`src/rtl/video_raw_decoder_pkg.sv`:
```
// Shared video timing package: pulse classes, sync states and 12 MHz
// timing defaults used by the raw decoder and by video generator blocks.
package video_raw_decoder_pkg;

    typedef enum logic [1:0] {
        CLS_INVALID = 2'd0,
        CLS_SHORT   = 2'd1,
        CLS_HSYNC   = 2'd2,
        CLS_BROAD   = 2'd3
    } pulse_class_t;

    typedef enum logic {
        ST_SEARCH = 1'b0,
        ST_LOCKED = 1'b1
    } sync_state_t;

    localparam int SHORT_MIN_DEF = 20;
    localparam int SHORT_MAX_DEF = 40;
    localparam int HSYNC_MIN_DEF = 45;
    localparam int HSYNC_MAX_DEF = 80;
    localparam int BROAD_MIN_DEF = 250;
    localparam int BROAD_MAX_DEF = 360;
    localparam int X_START_DEF   = 187;
    localparam int X_WIDTH_DEF   = 499;
    localparam int Y_FIRST_DEF   = 51;
    localparam int Y_LAST_DEF    = 280;
    localparam int NUM_BROAD_DEF = 5;

    localparam logic [9:0] CNT_MAX      = 10'd1023;
    localparam logic [8:0] LINE_NO_MAX  = 9'd308;
    localparam logic [8:0] LINE_NO_LOCK = 9'd4;

    function automatic pulse_class_t classify(
        input logic [10:0] width,
        input int smin, input int smax,
        input int hmin, input int hmax,
        input int bmin, input int bmax
    );
        int w;
        w = int'(width);
        if (w >= smin && w <= smax) return CLS_SHORT;
        if (w >= hmin && w <= hmax) return CLS_HSYNC;
        if (w >= bmin && w <= bmax) return CLS_BROAD;
        return CLS_INVALID;
    endfunction

endpackage

```
`src/rtl/video_raw_decoder_if.sv`:
```
// Recovered pixel stream: pixel value plus its coordinates and valid flag.
interface video_raw_decoder_if;

    logic       o_pixel;
    logic       o_enable;
    logic [8:0] o_pixel_x;
    logic [7:0] o_pixel_y;

    modport master (
        output o_pixel, o_enable, o_pixel_x, o_pixel_y
    );

    modport slave (
        input o_pixel, o_enable, o_pixel_x, o_pixel_y
    );

endinterface

```
`src/rtl/video_raw_decoder_classifier.sv`:
```
// Input registers, sync edge detection and low-pulse width classification.
module video_pulse_classifier
    import video_raw_decoder_pkg::*;
#(
    parameter int SHORT_MIN = SHORT_MIN_DEF,
    parameter int SHORT_MAX = SHORT_MAX_DEF,
    parameter int HSYNC_MIN = HSYNC_MIN_DEF,
    parameter int HSYNC_MAX = HSYNC_MAX_DEF,
    parameter int BROAD_MIN = BROAD_MIN_DEF,
    parameter int BROAD_MAX = BROAD_MAX_DEF
) (
    input  logic         clk,
    input  logic         rst,
    input  logic         i_sync,
    input  logic         i_white,
    output logic         sync_q,
    output logic         white_q,
    output logic         fall,
    output logic         pulse_valid,
    output pulse_class_t pulse_class,
    output logic         low_sat
);

    logic       sync_d;
    logic [9:0] low_cnt;

    always_ff @(posedge clk) begin
        if (rst) begin
            sync_q  <= 1'b1;
            sync_d  <= 1'b1;
            white_q <= 1'b0;
            low_cnt <= '0;
        end else begin
            sync_q  <= i_sync;
            sync_d  <= sync_q;
            white_q <= i_white;
            if (fall)
                low_cnt <= '0;
            else if (!sync_q && low_cnt != CNT_MAX)
                low_cnt <= low_cnt + 10'd1;
        end
    end

    assign fall        = sync_d & ~sync_q;
    assign pulse_valid = ~sync_d & sync_q;

    // low_cnt lags the pulse by one clock, so the true width is low_cnt+1
    assign pulse_class = classify(11'(low_cnt) + 11'd1,
                                  SHORT_MIN, SHORT_MAX,
                                  HSYNC_MIN, HSYNC_MAX,
                                  BROAD_MIN, BROAD_MAX);

    assign low_sat = ~sync_q & ~fall & (low_cnt == CNT_MAX - 10'd1);

endmodule

```
`src/rtl/video_raw_decoder.sv`:
```
// Composite sync decoder: line/frame tracking and pixel coordinate output.
module video_raw_decoder
    import video_raw_decoder_pkg::*;
#(
    parameter int SHORT_MIN = SHORT_MIN_DEF,
    parameter int SHORT_MAX = SHORT_MAX_DEF,
    parameter int HSYNC_MIN = HSYNC_MIN_DEF,
    parameter int HSYNC_MAX = HSYNC_MAX_DEF,
    parameter int BROAD_MIN = BROAD_MIN_DEF,
    parameter int BROAD_MAX = BROAD_MAX_DEF,
    parameter int X_START   = X_START_DEF,
    parameter int X_WIDTH   = X_WIDTH_DEF,
    parameter int Y_FIRST   = Y_FIRST_DEF,
    parameter int Y_LAST    = Y_LAST_DEF,
    parameter int NUM_BROAD = NUM_BROAD_DEF
) (
    input  logic                clk,
    input  logic                rst,
    input  logic                i_sync,
    input  logic                i_white,
    video_raw_decoder_if.master vid,
    output logic                o_locked,
    output logic                o_frame_start,
    output logic                o_error
);

    localparam logic [2:0] BROAD_LAST = 3'(NUM_BROAD - 1);
    localparam logic [9:0] X_LO = 10'(X_START);
    localparam logic [9:0] X_HI = 10'(X_START + X_WIDTH - 1);
    localparam logic [8:0] Y_LO = 9'(Y_FIRST);
    localparam logic [8:0] Y_HI = 9'(Y_LAST);

    logic         sync_q, white_q, fall, pulse_valid, low_sat;
    pulse_class_t pulse_class;
    sync_state_t  state_q, state_d;
    logic [9:0]   line_cnt;
    logic [8:0]   line_no, line_no_d;
    logic [2:0]   broad_cnt, broad_cnt_d;
    logic         frame_hit, lose, line_sat;
    logic         fs_d, err_d, en_d;

    video_pulse_classifier #(
        .SHORT_MIN(SHORT_MIN), .SHORT_MAX(SHORT_MAX),
        .HSYNC_MIN(HSYNC_MIN), .HSYNC_MAX(HSYNC_MAX),
        .BROAD_MIN(BROAD_MIN), .BROAD_MAX(BROAD_MAX)
    ) u_cls (
        .clk        (clk),
        .rst        (rst),
        .i_sync     (i_sync),
        .i_white    (i_white),
        .sync_q     (sync_q),
        .white_q    (white_q),
        .fall       (fall),
        .pulse_valid(pulse_valid),
        .pulse_class(pulse_class),
        .low_sat    (low_sat)
    );

    // A falling edge clears line_cnt, so it never counts as saturation
    assign line_sat  = ~fall & (line_cnt == CNT_MAX - 10'd1);
    assign frame_hit = pulse_valid && pulse_class == CLS_BROAD
                       && broad_cnt == BROAD_LAST;

    always_comb begin
        state_d     = state_q;
        line_no_d   = line_no;
        broad_cnt_d = broad_cnt;
        fs_d        = 1'b0;
        err_d       = 1'b0;
        lose        = 1'b0;
        if (frame_hit) begin
            broad_cnt_d = '0;
            line_no_d   = LINE_NO_LOCK;
            state_d     = ST_LOCKED;
            fs_d        = 1'b1;
        end else begin
            if (pulse_valid)
                broad_cnt_d = (pulse_class == CLS_BROAD) ?
                              broad_cnt + 3'd1 : 3'd0;
            if (state_q == ST_LOCKED) begin
                if (pulse_valid) begin
                    unique case (pulse_class)
                        CLS_INVALID: lose = 1'b1;
                        CLS_HSYNC: begin
                            if (line_no >= LINE_NO_MAX)
                                lose = 1'b1;
                            else
                                line_no_d = line_no + 9'd1;
                        end
                        default: ;
                    endcase
                end
                if (line_sat || low_sat)
                    lose = 1'b1;
                if (lose) begin
                    state_d = ST_SEARCH;
                    err_d   = 1'b1;
                end
            end
        end
        if (white_q && !sync_q)
            err_d = 1'b1;
    end

    assign en_d = state_q == ST_LOCKED
                  && line_no >= Y_LO && line_no <= Y_HI
                  && line_cnt >= X_LO && line_cnt <= X_HI;

    always_ff @(posedge clk) begin
        if (rst) begin
            state_q       <= ST_SEARCH;
            line_cnt      <= '0;
            line_no       <= '0;
            broad_cnt     <= '0;
            o_locked      <= 1'b0;
            o_frame_start <= 1'b0;
            o_error       <= 1'b0;
            vid.o_enable  <= 1'b0;
            vid.o_pixel   <= 1'b0;
            vid.o_pixel_x <= '0;
            vid.o_pixel_y <= '0;
        end else begin
            state_q   <= state_d;
            line_no   <= line_no_d;
            broad_cnt <= broad_cnt_d;
            if (fall)
                line_cnt <= '0;
            else if (line_cnt != CNT_MAX)
                line_cnt <= line_cnt + 10'd1;
            o_locked      <= (state_d == ST_LOCKED);
            o_frame_start <= fs_d;
            o_error       <= err_d;
            vid.o_enable  <= en_d;
            vid.o_pixel   <= en_d & white_q;
            vid.o_pixel_x <= en_d ? 9'(line_cnt - X_LO) : 9'd0;
            vid.o_pixel_y <= en_d ? 8'(line_no - Y_LO) : 8'd0;
        end
    end

endmodule

```
`src/flat_wrapper.sv`:
```
// flat-port wrapper written by rule: the top's interface ports become plain ports
module video_raw_decoder_flat import video_raw_decoder_pkg::*;
#(
    parameter int SHORT_MIN = SHORT_MIN_DEF,
    parameter int SHORT_MAX = SHORT_MAX_DEF,
    parameter int HSYNC_MIN = HSYNC_MIN_DEF,
    parameter int HSYNC_MAX = HSYNC_MAX_DEF,
    parameter int BROAD_MIN = BROAD_MIN_DEF,
    parameter int BROAD_MAX = BROAD_MAX_DEF,
    parameter int X_START   = X_START_DEF,
    parameter int X_WIDTH   = X_WIDTH_DEF,
    parameter int Y_FIRST   = Y_FIRST_DEF,
    parameter int Y_LAST    = Y_LAST_DEF,
    parameter int NUM_BROAD = NUM_BROAD_DEF
)
  (clk, rst, i_sync, i_white, o_locked, o_frame_start, o_error, vid_o_pixel, vid_o_enable, vid_o_pixel_x, vid_o_pixel_y);
  video_raw_decoder_if vid_i ();
  input  logic clk;
  input  logic rst;
  input  logic i_sync;
  input  logic i_white;
  output logic o_locked;
  output logic o_frame_start;
  output logic o_error;
  output wire logic [$bits(vid_i.o_pixel)-1:0] vid_o_pixel;
  output wire logic [$bits(vid_i.o_enable)-1:0] vid_o_enable;
  output wire logic [$bits(vid_i.o_pixel_x)-1:0] vid_o_pixel_x;
  output wire logic [$bits(vid_i.o_pixel_y)-1:0] vid_o_pixel_y;
  assign vid_o_pixel = vid_i.o_pixel;
  assign vid_o_enable = vid_i.o_enable;
  assign vid_o_pixel_x = vid_i.o_pixel_x;
  assign vid_o_pixel_y = vid_i.o_pixel_y;
  video_raw_decoder #(.SHORT_MIN(SHORT_MIN), .SHORT_MAX(SHORT_MAX), .HSYNC_MIN(HSYNC_MIN), .HSYNC_MAX(HSYNC_MAX), .BROAD_MIN(BROAD_MIN), .BROAD_MAX(BROAD_MAX), .X_START(X_START), .X_WIDTH(X_WIDTH), .Y_FIRST(Y_FIRST), .Y_LAST(Y_LAST), .NUM_BROAD(NUM_BROAD)) u_core (.clk(clk), .rst(rst), .i_sync(i_sync), .i_white(i_white), .vid(vid_i), .o_locked(o_locked), .o_frame_start(o_frame_start), .o_error(o_error));
endmodule
```
`config.mk`:
```
export PLATFORM = sky130hd
export DESIGN_NAME = video_raw_decoder_flat
export DESIGN_NICKNAME = d
export VERILOG_FILES = /design/src/rtl/video_raw_decoder_pkg.sv /design/src/rtl/video_raw_decoder_if.sv /design/src/rtl/video_raw_decoder_classifier.sv /design/src/rtl/video_raw_decoder.sv /design/src/flat_wrapper.sv
export SDC_FILE = /design/constraint.sdc
export NUM_CORES = 1
export LEC_CHECK = 0
export BUFFER_PORTS_ARGS = -buffer_cell sky130_fd_sc_hd__buf_2
export CAP_MARGIN = 20
export CELL_PAD_IN_SITES_DETAIL_PLACEMENT = 1
export CELL_PAD_IN_SITES_GLOBAL_PLACEMENT = 2
export CORE_MARGIN = 5
export CORE_UTILIZATION = 36
export DETAILED_ROUTE_END_ITERATION = 12
export PLACE_DENSITY = 0.88
export SLEW_MARGIN = 20
export SYNTH_ARGS = -nofsm -noshare
export SYNTH_HDL_FRONTEND = slang
export SYNTH_SLANG_ARGS = --single-unit
```
`constraint.sdc`:
```
create_clock -name clk -period 3.2 [get_ports clk]
set_input_delay 0.16 -clock clk [delete_from_list [all_inputs] [get_ports clk]]
set_output_delay 0.16 -clock clk [all_outputs]
set_load 0.005 [all_outputs]
```
Word level (Yosys, flattened, before mapping)
Index checks and enable logic that the tools add are counted.
{"block": "totals", "regBits": 57, "latchBits": 0, "ram_bits": 0, "romBits": 0, "mem_count": 0}
{"block": "classes", "n_addsub": 7, "multipliers": 0, "n_div": 0, "order_cmp": 11, "eq_ne": 8, "shift": 0, "muxes": 32, "bitwise": 11, "reduce_logical": 22}
{"operator": "10-bit by 1-bit adder with 10-bit output (second input constant)", "n": 2}
{"operator": "10-bit == test (second input constant)", "n": 2}
{"operator": "10-bit inequality test (second input constant)", "n": 2}
{"operator": "1-bit 2-to-1 mux", "n": 19}
{"operator": "3-bit 2-to-1 mux", "n": 6}
{"operator": "2-bit 2-to-1 mux", "n": 6}
{"operator": "10-bit by 1-bit adder with 11-bit output (second input constant)", "n": 1}
{"operator": "11-bit by 5-bit >= comparator with 1-bit output (second input constant)", "n": 1}
{"operator": "11-bit by 6-bit >= comparator with 1-bit output (second input constant)", "n": 1}
{"operator": "11-bit by 8-bit >= comparator with 1-bit output (second input constant)", "n": 1}
{"operator": "11-bit by 6-bit less-or-equal comparator with 1-bit output (second input constant)", "n": 1}
{"operator": "11-bit by 7-bit less-or-equal comparator with 1-bit output (second input constant)", "n": 1}
{"operator": "11-bit by 9-bit less-or-equal comparator with 1-bit output (second input constant)", "n": 1}
{"operator": "1-bit logical AND", "n": 11}
{"operator": "10-bit by 8-bit >= comparator with 1-bit output (second input constant)", "n": 1}
{"operator": "10-bit less-or-equal comparator (second input constant)", "n": 1}
{"operator": "9-bit by 1-bit adder with 9-bit output (second input constant)", "n": 1}
{"operator": "9-bit by 6-bit >= comparator with 1-bit output (second input constant)", "n": 1}
{"operator": "9-bit >= comparator (second input constant)", "n": 1}
{"operator": "9-bit less-or-equal comparator (second input constant)", "n": 1}
{"operator": "9-bit by 8-bit subtractor with 9-bit output (second input constant)", "n": 1}
{"operator": "4-bit AND reduction", "n": 2}
{"operator": "8-bit by 6-bit subtractor with 8-bit output (second input constant)", "n": 1}
{"operator": "1-bit AND", "n": 6}
{"operator": "11 further kinds", "n": 20}

Longest topological paths before layout
{"block": "depth", "depth_word": 20, "mapped_depth": 11, "ltp_nobuf": 9}

Cells and area by module
Synthesis repeated with hierarchy kept, for this count alone.
{"block": "hier_totals", "hier_cells": 429, "area_unflattened_um2": 3595.9}
{"module": "video_raw_decoder", "instances": 1, "cells_per_inst": 243, "area_each_um2": 2207.1}
{"module": "video_pulse_classifier", "instances": 1, "cells_per_inst": 186, "area_each_um2": 1388.8}

Least setup slack after synthesis
Ideal clock, no wire load.
{"block": "synth_timing", "path_type": "register to register", "start": "reg u_core.u_cls.low_cnt[1]", "end": "reg u_core.line_no[8]", "t_arrival_ns": 2.556, "path_slack_ns": 0.576, "stages_incl_launch_ff": 11, "path_buffers": 2, "synth_period_minus_slack_ns": 2.624, "path_cell_list": "dfxtp_1 > ha_1 > buf_6 > and4_4 > buf_6 > nor4b_2 > o221ai_2 > a211oi_4 > nand2_4 > or4_4 > a21oi_2"}
{"block": "synth_between", "elab_chain_cells": 13}
{"element": "from (decl)", "line": "video_raw_decoder_classifier.sv:25", "source": "logic [9:0] low_cnt;"}
{"element": "from (signal assigned)", "line": "video_raw_decoder_classifier.sv:40", "source": "low_cnt <= low_cnt + 10'd1;"}
{"element": "10-bit by 1-bit adder with 11-bit output *", "line": "video_raw_decoder_classifier.sv:48", "source": "assign pulse_class = classify(11'(low_cnt) + 11'd1,"}
{"element": "11-bit by 8-bit >= comparator with 1-bit output or 11-bit by 9-bit less-or-equal comparator with 1-bit output (tied branches)", "line": "video_raw_decoder_pkg.sv:43", "source": "if (w >= bmin && w <= bmax) return CLS_BROAD;"}
{"element": "1-bit logical AND", "line": "video_raw_decoder_pkg.sv:43"}
{"element": "1-bit 2-to-1 mux (2 in a row)", "line": "video_raw_decoder_pkg.sv:43"}
{"element": "1-bit 2-to-1 mux", "line": "video_raw_decoder_pkg.sv:42", "source": "if (w >= hmin && w <= hmax) return CLS_HSYNC;"}
{"element": "2-bit 2-to-1 mux", "line": "video_raw_decoder_pkg.sv:44", "source": "return CLS_INVALID;"}
{"element": "2-bit 2-to-1 mux", "line": "video_raw_decoder_pkg.sv:43"}
{"element": "2-bit 2-to-1 mux *", "line": "video_raw_decoder_pkg.sv:42"}
{"element": "2-bit == test", "line": "video_raw_decoder.sv:61", "source": "assign frame_hit = pulse_valid && pulse_class == CLS_BROAD"}
{"element": "1-bit logical AND", "line": "video_raw_decoder.sv:61"}
{"element": "1-bit logical AND", "line": "video_raw_decoder.sv:62", "source": "&& broad_cnt == BROAD_LAST;"}
{"element": "2-bit OR reduction (no source line)"}
{"element": "to (signal assigned)", "line": "video_raw_decoder.sv:124", "source": "line_no <= line_no_d;"}
{"element": "to (decl)", "line": "video_raw_decoder.sv:37", "source": "logic [8:0] line_no, line_no_d;"}
Every way passes the cells marked *; elsewhere a longest branch is shown, timed or not. The select of a mux whose other input is x is not followed.
A chain may end at the register's enable or synchronous reset.

Final worst setup path
{"block": "layout_timing", "start": "reg u_core.u_cls.low_cnt[4]", "end": "reg u_core.line_no[5]"}
The elaborated chain is that of the path after synthesis.

==> results.sh <==
export IMPL_synth_top_area_share_pct=35.8
export IMPL_firstDrtPassIters=4
export IMPL_finClkSkew_ns=0.0102
export IMPL_fin_nets=427
export IMPL_tns_ns=0
export IMPL_path_max_fanout=12
export IMPL_die_area_sq_mm=0.0108
export IMPL_drt_iter0_markers=132
export IMPL_die_h_um=104
export IMPL_pwr_density_cell_mw_per_mm2=409
export IMPL_ys_seq_elements=57
export IMPL_cts_tree="done"
export IMPL_drc_errors=0
export IMPL_p_sw_mw=0.356
export IMPL_placed_area_sq_mm=0.00339
export IMPL_cts_setup_buffers=0
export IMPL_clock_sinks=57
export IMPL_total_power_mw=1.47
export IMPL_hold_class="input port to flip-flop"
export IMPL_rsz0062_at_grt="false"
export IMPL_cts_buffers_inserted=9
export IMPL_route_vias_total=2805
export IMPL_grtUsageTotal_pct=15.5
export IMPL_vdd_drop_max_uv=252
export IMPL_worstMarginPinSlew_ns=0.635
export IMPL_hold_viol=0
export IMPL_gp_congestion=0.802
export IMPL_grt_max_degree=21
export IMPL_rows=34
export IMPL_drive_gt1_share_pct=16.8
export IMPL_yosysWarnings=0
export IMPL_synth_edf_count=0
export IMPL_ys_seq_area_share_pct=35.8
export IMPL_netSwitchingFraction_pct=24.2
export IMPL_synthToLayoutAreaGrowth_pct=13.1
export IMPL_cts_root_buf="clkbuf_8"
export IMPL_cts_buffer_depth=2
export IMPL_place_hpwl_um=5920
export IMPL_outcome="finished, final reports clean"
export IMPL_ant_nets=0
export IMPL_relSlewSlack_pct=57.6
export IMPL_end_kind="flip-flop"
export IMPL_first_global_vias=2857
export IMPL_seqPwrFrac_pct=49.0
export IMPL_fillCellCount=1070
export IMPL_grt_pass1_wl_um=14000
export IMPL_wl_per_cell_um=15.4
export IMPL_syn_inst=389
export IMPL_start_util_pct=36.8
export IMPL_final_common_cell="nor2_1"
export IMPL_maxSlewViolCount=0
export IMPL_p_leak_nw=1.40
export IMPL_antenna_found_initial=0
export IMPL_cp_required_ns=3.42
export IMPL_clk_pin_slew_ns=0.07
export IMPL_htree_levels=3
export IMPL_portBuffers=25
export IMPL_startpoint_type="flip-flop"
export IMPL_final_cell_mix="60 x nor2_1, 57 x dfxtp_1, 30 x nand2_1"
export IMPL_die_x_um=104
export IMPL_wl_um=8080
export IMPL_maxCapViolCount=0
export IMPL_crit_type="flip-flop to flip-flop"
export IMPL_post_route_min_period_ns=2.88
export IMPL_combPwrFrac_pct=3.9
export IMPL_synth_fp_nets=404
export IMPL_yosysTopAreaCell="dfxtp_1"
export IMPL_coreArea_sq_mm=0.00868
export IMPL_asyncSetResetFlopFracSynth_pct=0
export IMPL_whs_ns=0.0504
export IMPL_n_antenna_cell=0
export IMPL_fmax_mhz=347
export IMPL_overflow=0
export IMPL_yosysUniqueCellTypes=65
export IMPL_pwr_share_clk_pct=47.1
export IMPL_cp_arrival_ns=3.09
export IMPL_final_cell_area_sq_mm=0.00361
export IMPL_ios=26
export IMPL_insertion_delay_ns=0.34
export IMPL_internal_power_mw=1.12
export IMPL_cts_resized=0
export IMPL_syn_avg_cell_area_sq_um=8.21
export IMPL_fin_crit_sh_pct=90.0
export IMPL_synth_ff_type="dfxtp_1"
export IMPL_syn_cell_area_sq_mm=0.00319
export IMPL_setup_viol=0
export IMPL_vias_per_cell=5.34
export IMPL_synthTopCellsByArea="dfxtp_1 36%, nor2_1 7.1%, xor2_1 6.3%, ha_1 4.3%, xnor2_1 3.6%"
[cells by family after synthesis]
kind of cell | Yosys count | share of synthesized area [%]
simple gates | 176 | 28.5
compound gates | 62 | 13.6
flops | 57 | 35.8
buf+inv | 42 | 6.31
xor+xnor | 36 | 9.88
fa+ha+maj | 11 | 4.31
mux | 5 | 1.61
[worst paths after layout]
path / startpoint / slack [ns] / cells past startpoint / to
setup / recovery: u_core.u_cls.low_cnt[4] / 0.32 / 7 / u_core.line_no[5]
hold / removal: i_white / 0.05 / 2 / u_core.u_cls.white_q
setup reg to reg: u_core.u_cls.low_cnt[4] / 0.32 / 7 / u_core.line_no[5]
hold reg to reg: u_core.u_cls.white_q / 0.47 / 2 / u_core.vid.o_pixel
[repair_timing]
item | 4_1_cts | 5_1_grt
setup endpoints to repair | 0 | 0
hold buffers | 1 | 0
endpoints found under the hold margin | 1 | 0
[per-stage QoR]
step                      instances  worst slack, ns  utilization, %
final                           525            0.321            41.6
after CTS                       525            0.342            41.6
after global routing            525            0.121            41.6
after floorplan                 389            0.576               -
after global placement          508            0.436            39.1
after detailed placement        508            0.364            39.1
[synth_stat cells, types with 2 or more instances]
library cell,n
and2_1,2
or2_2,3
a21oi_1,19
and3_1,4
nand4_1,16
dfxtp_1,57
nor3b_1,2
a211oi_1,2
clkbuf_1,15
mux2i_1,4
o21ai_0,10
or3_1,4
nand3_1,13
nor2_1,60
nor2b_1,11
a31oi_1,5
nand3b_1,3
nand2_1,30
xor2_1,23
inv_1,18
xnor2_1,13
buf_2,2
nor4_1,2
or4_1,2
o22ai_1,2
ha_1,11
a21o_1,3
or3b_2,2
nand2b_1,5
o211ai_1,2
buf_6,4
nor3_1,6
a32o_1,2
[power by group through the flow]
stage               sequential (mW)  clock [mW]  combinational [mW]
finish                        0.723       0.694              0.0574
global route                  0.723       0.756              0.0656
CTS                           0.722       0.724              0.0586
detailed placement            0.739           0              0.0572
global placement              0.739           0              0.0555
floorplan                     0.738           0              0.0387
[final cells by class]
type / count / area (sq um) / share of cell area (%)
Clock buffer: 10 / 138 / 3.81
Clock inverter: 6 / 67.6 / 1.87
Inverter: 18 / 67.6 / 1.87
Multi-Input combinational cell: 290 / 1850 / 51.2
Sequential cell: 57 / 1140 / 31.6
Tap cell: 108 / 135 / 3.74
Timing Repair Buffer: 36 / 210 / 5.83
[state kept, by name (all words and copies together), names as in the netlist, 3 cells and up]
register              count
u_core.broad_cnt          3
u_core.line_cnt          10
u_core.line_no            9
u_core.u_cls.low_cnt     10
u_core.vid.o_pixel_x      9
u_core.vid.o_pixel_y      8
[critical path, cell delays in order (launching register included)]
cell	delay (ns)
dfxtp_1	0.63
nand3_1	0.33
nor2_1	0.35
mux2i_1	0.22
a31oi_1	0.08
o22ai_1	0.51
a41o_1	0.54
nor2_1	0.10
[layer usage]
metal  vias up  track usage, %  wire, um
li1       1380               -         -
met1      1352            19.1      3760
met2        61            26.0      3860
met3        12            4.78       327
met4         0            4.26       130
met5         -               0         0
Power figures use the tool's default switching activity.
